**src/rtl/nibble_capture_fifo_if.sv**
```systemverilog
// Handshake, status and flush signals between the nibble capture FIFO and its writer/reader.
// The slave modport is the FIFO side. The master modport is the environment side.
interface nibble_capture_fifo_if #(
  parameter int DATA_W = 4,
  parameter int DEPTH  = 4
);

  logic                     in_valid;
  logic [DATA_W-1:0]        in_data;
  logic                     in_ready;
  logic                     out_valid;
  logic [DATA_W-1:0]        out_data;
  logic                     out_ready;
  logic                     flush;
  logic [$clog2(DEPTH):0]   count;
  logic                     full;
  logic                     empty;
  logic                     overflow;

  modport slave (
    input  in_valid,
    input  in_data,
    input  out_ready,
    input  flush,
    output in_ready,
    output out_valid,
    output out_data,
    output count,
    output full,
    output empty,
    output overflow
  );

  modport master (
    output in_valid,
    output in_data,
    output out_ready,
    output flush,
    input  in_ready,
    input  out_valid,
    input  out_data,
    input  count,
    input  full,
    input  empty,
    input  overflow
  );

endinterface

```
**src/rtl/nibble_capture_fifo.sv**
```systemverilog
// Circular FIFO that captures masked nibbles on a valid/ready handshake and keeps a sticky overflow flag.
// Define CAPTURE_CHANGES_EN to store only beats whose data differs from the previously accepted beat.
module nibble_capture_fifo #(
  parameter int DATA_W = 4,
  parameter int DEPTH  = 4
) (
  input  logic                 clk,
  input  logic                 rst_n,
  nibble_capture_fifo_if.slave io_bus
);

  localparam int AW = $clog2(DEPTH);
  localparam int CW = AW + 1;
  localparam logic [CW-1:0] FULL_CNT = CW'(DEPTH);

  logic [DATA_W-1:0] r_mem [DEPTH];
  logic [AW-1:0]     r_wr_ptr;
  logic [AW-1:0]     r_rd_ptr;
  logic [CW-1:0]     r_count;
  logic              r_overflow;

  logic              w_full;
  logic              w_empty;
  logic              w_push;
  logic              w_pop;
  logic              w_store;

  always_comb begin
    w_full  = (r_count == FULL_CNT);
    w_empty = (r_count == '0);
    w_push  = io_bus.in_valid & ~w_full;
    w_pop   = ~w_empty & io_bus.out_ready;
  end

`ifdef CAPTURE_CHANGES_EN
  logic [DATA_W-1:0] r_last;
  logic              r_seen;
  logic              w_dup;

  always_ff @(posedge clk or negedge rst_n) begin
    if (!rst_n) begin
      r_last <= '0;
      r_seen <= 1'b0;
    end else if (io_bus.flush) begin
      r_last <= '0;
      r_seen <= 1'b0;
    end else if (w_push) begin
      r_last <= io_bus.in_data;
      r_seen <= 1'b1;
    end
  end

  // A repeated value still completes its handshake but occupies no entry.
  always_comb begin
    w_dup   = r_seen & (io_bus.in_data == r_last);
    w_store = w_push & ~w_dup;
  end
`else
  always_comb w_store = w_push;
`endif

  // Storage is deliberately left unreset; out_data masks it while empty.
  always_ff @(posedge clk) begin
    if (w_store && !io_bus.flush) begin
      r_mem[r_wr_ptr] <= io_bus.in_data;
    end
  end

  always_ff @(posedge clk or negedge rst_n) begin
    if (!rst_n) begin
      r_wr_ptr   <= '0;
      r_rd_ptr   <= '0;
      r_count    <= '0;
      r_overflow <= 1'b0;
    end else if (io_bus.flush) begin
      r_wr_ptr   <= '0;
      r_rd_ptr   <= '0;
      r_count    <= '0;
      r_overflow <= 1'b0;
    end else begin
      if (w_store) begin
        r_wr_ptr <= r_wr_ptr + AW'(1);
      end
      if (w_pop) begin
        r_rd_ptr <= r_rd_ptr + AW'(1);
      end
      unique case ({w_store, w_pop})
        2'b10:   r_count <= r_count + CW'(1);
        2'b01:   r_count <= r_count - CW'(1);
        default: r_count <= r_count;
      endcase
      if (io_bus.in_valid && w_full) begin
        r_overflow <= 1'b1;
      end
    end
  end

  assign io_bus.in_ready  = ~w_full;
  assign io_bus.out_valid = ~w_empty;
  assign io_bus.out_data  = w_empty ? '0 : r_mem[r_rd_ptr];
  assign io_bus.count     = r_count;
  assign io_bus.full      = w_full;
  assign io_bus.empty     = w_empty;
  assign io_bus.overflow  = r_overflow;

endmodule

```
**src/flat_wrapper.sv**
```systemverilog
// flat-port wrapper written by rule: the top's interface ports become plain ports
module nibble_capture_fifo_flat 
#(
  parameter int DATA_W = 4,
  parameter int DEPTH  = 4
)
  (clk, rst_n, io_bus_in_valid, io_bus_in_data, io_bus_out_ready, io_bus_flush, io_bus_in_ready, io_bus_out_valid, io_bus_out_data, io_bus_count, io_bus_full, io_bus_empty, io_bus_overflow);
  nibble_capture_fifo_if #(.DATA_W(DATA_W), .DEPTH(DEPTH)) io_bus_i ();
  input  logic clk;
  input  logic rst_n;
  input wire logic [$bits(io_bus_i.in_valid)-1:0] io_bus_in_valid;
  input wire logic [$bits(io_bus_i.in_data)-1:0] io_bus_in_data;
  input wire logic [$bits(io_bus_i.out_ready)-1:0] io_bus_out_ready;
  input wire logic [$bits(io_bus_i.flush)-1:0] io_bus_flush;
  output wire logic [$bits(io_bus_i.in_ready)-1:0] io_bus_in_ready;
  output wire logic [$bits(io_bus_i.out_valid)-1:0] io_bus_out_valid;
  output wire logic [$bits(io_bus_i.out_data)-1:0] io_bus_out_data;
  output wire logic [$bits(io_bus_i.count)-1:0] io_bus_count;
  output wire logic [$bits(io_bus_i.full)-1:0] io_bus_full;
  output wire logic [$bits(io_bus_i.empty)-1:0] io_bus_empty;
  output wire logic [$bits(io_bus_i.overflow)-1:0] io_bus_overflow;
  assign io_bus_i.in_valid = io_bus_in_valid;
  assign io_bus_i.in_data = io_bus_in_data;
  assign io_bus_i.out_ready = io_bus_out_ready;
  assign io_bus_i.flush = io_bus_flush;
  assign io_bus_in_ready = io_bus_i.in_ready;
  assign io_bus_out_valid = io_bus_i.out_valid;
  assign io_bus_out_data = io_bus_i.out_data;
  assign io_bus_count = io_bus_i.count;
  assign io_bus_full = io_bus_i.full;
  assign io_bus_empty = io_bus_i.empty;
  assign io_bus_overflow = io_bus_i.overflow;
  nibble_capture_fifo #(.DATA_W(DATA_W), .DEPTH(DEPTH)) u_core (.clk(clk), .rst_n(rst_n), .io_bus(io_bus_i));
endmodule
```
**config.mk**
```make
export PLATFORM = sky130hd
export DESIGN_NAME = nibble_capture_fifo_flat
export DESIGN_NICKNAME = d
export VERILOG_FILES = /design/src/rtl/nibble_capture_fifo_if.sv /design/src/rtl/nibble_capture_fifo.sv /design/src/flat_wrapper.sv
export SDC_FILE = /design/constraint.sdc
export NUM_CORES = 1
export LEC_CHECK = 0
export BUFFER_PORTS_ARGS = -buffer_cell sky130_fd_sc_hd__buf_2
export CAP_MARGIN = 20
export CORE_MARGIN = 2
export CORE_UTILIZATION = 40
export CTS_CLUSTER_SIZE = 16
export DETAILED_ROUTE_END_ITERATION = 7
export GPL_TIMING_DRIVEN = 0
export HOLD_SLACK_MARGIN = 0.08
export SETUP_SLACK_MARGIN = 0.3
export SLEW_MARGIN = 30
export SYNTH_ARGS = -nofsm -noshare
export SYNTH_HDL_FRONTEND = slang
export SYNTH_SLANG_ARGS = --single-unit
export TNS_END_PERCENT = 10
```
**constraint.sdc**
```tcl
create_clock -name clk -period 3.5 [get_ports clk]
set_input_delay 0.525 -clock clk [delete_from_list [all_inputs] [get_ports clk]]
set_output_delay 0.525 -clock clk [all_outputs]
set_load 0.02 [all_outputs]
```
==> results.json <==
{
  "antenna_found_initial": 0,
  "port_buffers": 19,
  "timing.fmax_mhz": 373.8,
  "antenna_cells": 0,
  "hp-class": "primary input to register",
  "cts_resized": 0,
  "postCtsHoldBufs": 1,
  "ys_seq_area_share_pct": 55.85,
  "final_common_cell": "buf_2",
  "ir_worst_vdd_v": 0.0001729,
  "die-width_um": 59.20,
  "worstMarginPinSlew_ns": 0.3195,
  "slew_violations": 0,
  "hold_viol_final": 0,
  "postCtsSetupRepairBufs": 0,
  "avgSynthCellArea_um2": 12.56,
  "avgRoutedWirePerCell_um": 13.60,
  "globalplace.congestion": 0.8094,
  "die_h_um": 59.20,
  "startpoint_type": "register",
  "cts_root_buf": "clkbuf_4",
  "multiInputGateArea_um2": 471.7,
  "grt_pass1_wl_mm": 3.684,
  "holdPathEnd": "u_core.r_mem[3][1]",
  "grt_pass1_vias": 791,
  "rows": 20,
  "grt_start_max_net_pins": 14,
  "drive_gt1_share_pct": 29.75,
  "hold_start": "io_bus_in_data[1]",
  "final_cell_mix": "buf_2, edfxtp_1, nor2_1",
  "yosysWarnings": 0,
  "ant_nets": 0,
  "core-area_mm2": 0.002978,
  "synth.distinct_cells": 31,
  "period_minus_slack_ns": 2.675,
  "r2r_start": "u_core.io_bus.count[0]",
  "rr_worst_depth": 9,
  "cp.arrival_ns": 2.92,
  "start_util_pct": 40.92,
  "tns_ns": 0,
  "nFillCells": 273,
  "synth_nets": 111,
  "cts_sinks": 24,
  "htree_levels": 1,
  "drt-vias-per-instance": 5.143,
  "period_share_pct": 76.44,
  "p_leak_nw": 0.5803,
  "clk_path_buf_depth": 2,
  "syn_area_mm2": 0.001219,
  "maxSlewHeadroom_pct": 78.15,
  "syn_inst": 97,
  "seq_area_um2": 680.7,
  "dpl.hpwl_mm": 1.541,
  "grt.total_usage_pct": 14.52,
  "vias": 792,
  "initialDrtViolationCount": 32,
  "final_nets": 136,
  "drtPass1Iterations": 4,
  "status": "complete, no violations",
  "clk_latency_ns": 0.31,
  "cap_violations": 0,
  "drc": 0,
  "holdWs_ns": 0.4206,
  "end_kind": "register",
  "overflow": 0,
  "crit_fanout": 9,
  "whs_path_depth": 1,
  "drt-total-wl_mm": 2.095,
  "setup_viol_count_final": 0,
  "reg2reg_to": "u_core.io_bus.count[2]",
  "cts_made_buffers": 3,
  "pin_count": 21,
  "clkTransAtPathRegs_ns": 0.13,
  "dieArea_mm2": 0.003504,
  "synth.ff_latch_count": 24,
  "rsz0062_at_grt": "no",
  "cts_tree": "built",
  "critPathKind": "register to register",
  "power.density_mw_per_mm2": 472.8,
  "area_delta_synth_final_pct": 14.17,
  "r2r_setup_slack_ns": 0.82,
  "finClkSkew_ns": 0.008741,
  "critical_path_required_ns": 3.75
}
## per-stage QoR
| stage | setup slack, ns | power, mW | area, µm² | cells | util, % |
|---|---|---|---|---|---|
| 3_5_place_dp | 0.8416 | 0.5445 | 1355 | 149 | 45.50 |
| 3_3_place_gp | 0.8637 | 0.5373 | 1355 | 149 | 45.50 |
| 2_1_floorplan | 0.6987 | 0.4865 | 1219 | 97 | - |
| 5_1_grt | 0.6491 | 0.7012 | 1391 | 154 | 46.72 |
| 4_1_cts | 0.8100 | 0.6661 | 1391 | 154 | 46.72 |
| 6_report | 0.8248 | 0.6578 | 1391 | 154 | 46.72 |
## final cells by class
type | instances | area share, %
sequential | 24 | 48.92
multi-input combinational | 62 | 33.90
timing repair buffer | 20 | 7.554
buffer | 6 | 3.417
tap | 33 | 2.968
clock buffer | 3 | 1.619
inverter | 5 | 1.349
clock inverter | 1 | 0.2698
## registers in the layout (all words and copies together) (netlist names)
register	count
u_core.io_bus.count	3
u_core.io_bus.overflow	1
u_core.r_mem	16
u_core.r_rd_ptr	2
u_core.r_wr_ptr	2
## cells in the mapped netlist
master | number | area share [%]
edfxtp_1 | 16 | 39
nor2_1 | 9 | 2.8
and2_1 | 8 | 4.1
dfrtp_1 | 8 | 16
a21oi_1 | 5 | 2.1
inv_1 | 5 | 1.5
nand3_1 | 5 | 2.1
ha_1 | 4 | 4.1
mux4_2 | 4 | 7.4
nand2_1 | 4 | 1.2
xor2_1 | 3 | 2.2
a21o_1 | 2 | 1.2
buf_2 | 2 | 0.82
buf_4 | 2 | 1.2
buf_6 | 2 | 1.8
o21ai_0 | 2 | 0.82
xnor2_1 | 2 | 1.4
a2111oi_0 | 1 | 0.72
a31oi_1 | 1 | 0.51
fa_1 | 1 | 1.6
nand2_2 | 1 | 0.51
nand2b_1 | 1 | 0.51
nor2_2 | 1 | 0.51
nor2b_1 | 1 | 0.51
nor3b_1 | 1 | 0.62
nor4_1 | 1 | 0.51
o211ai_1 | 1 | 0.62
or3_1 | 1 | 0.51
or3_2 | 1 | 0.62
or3b_2 | 1 | 0.72
or4b_1 | 1 | 0.82
## where the power goes
| group | switching [mW] | internal, mW |
|---|---|---|
| Combinational | 0.111 | 0.0862 |
| Sequential | 0.0170 | 0.321 |
| Clock | 0.0808 | 0.0417 |
| Total | 0.209 | 0.449 |
## per-layer routing
metal	track usage [%]	part of all wire, %	wire [µm]	vias to the layer above
met5	0	0	0	-
met4	7.792	1.8	37	0
met3	2.183	4.2	89	4
met2	21.82	48	1013	21
met1	20.26	46	955	377
li1	-	-	-	390
## worst max path at each step
stage                                       from                     end
after floorplan           u_core.io_bus.count[0]  u_core.io_bus.count[2]
after global placement    u_core.io_bus.count[0]  u_core.io_bus.count[2]
after detailed placement  u_core.io_bus.count[0]  u_core.io_bus.count[2]
after CTS                 u_core.io_bus.count[0]  u_core.io_bus.count[2]
after global routing      u_core.io_bus.count[0]  u_core.io_bus.count[2]
final                     u_core.io_bus.count[0]  u_core.io_bus.count[2]
## worst max-delay path, cell delays in order, from the launching register on
cell and delay, ns:
dfrtp_1 0.45, buf_6 0.16, or3_2 0.45, buf_6 0.15
inv_1 0.07, nor2_1 0.05, fa_1 0.41, or4b_1 0.53
a21o_1 0.19, a31oi_1 0.15
## kinds of logic after synthesis
kind of cell / share of synthesized area (%)
simple gates: 16.02
flops: 55.85
compound gates: 5.955
buf+inv: 5.441
xor+xnor: 3.594
fa+ha+maj: 5.750
mux: 7.392
No activity file was read; power rests on OpenSTA's default activity.
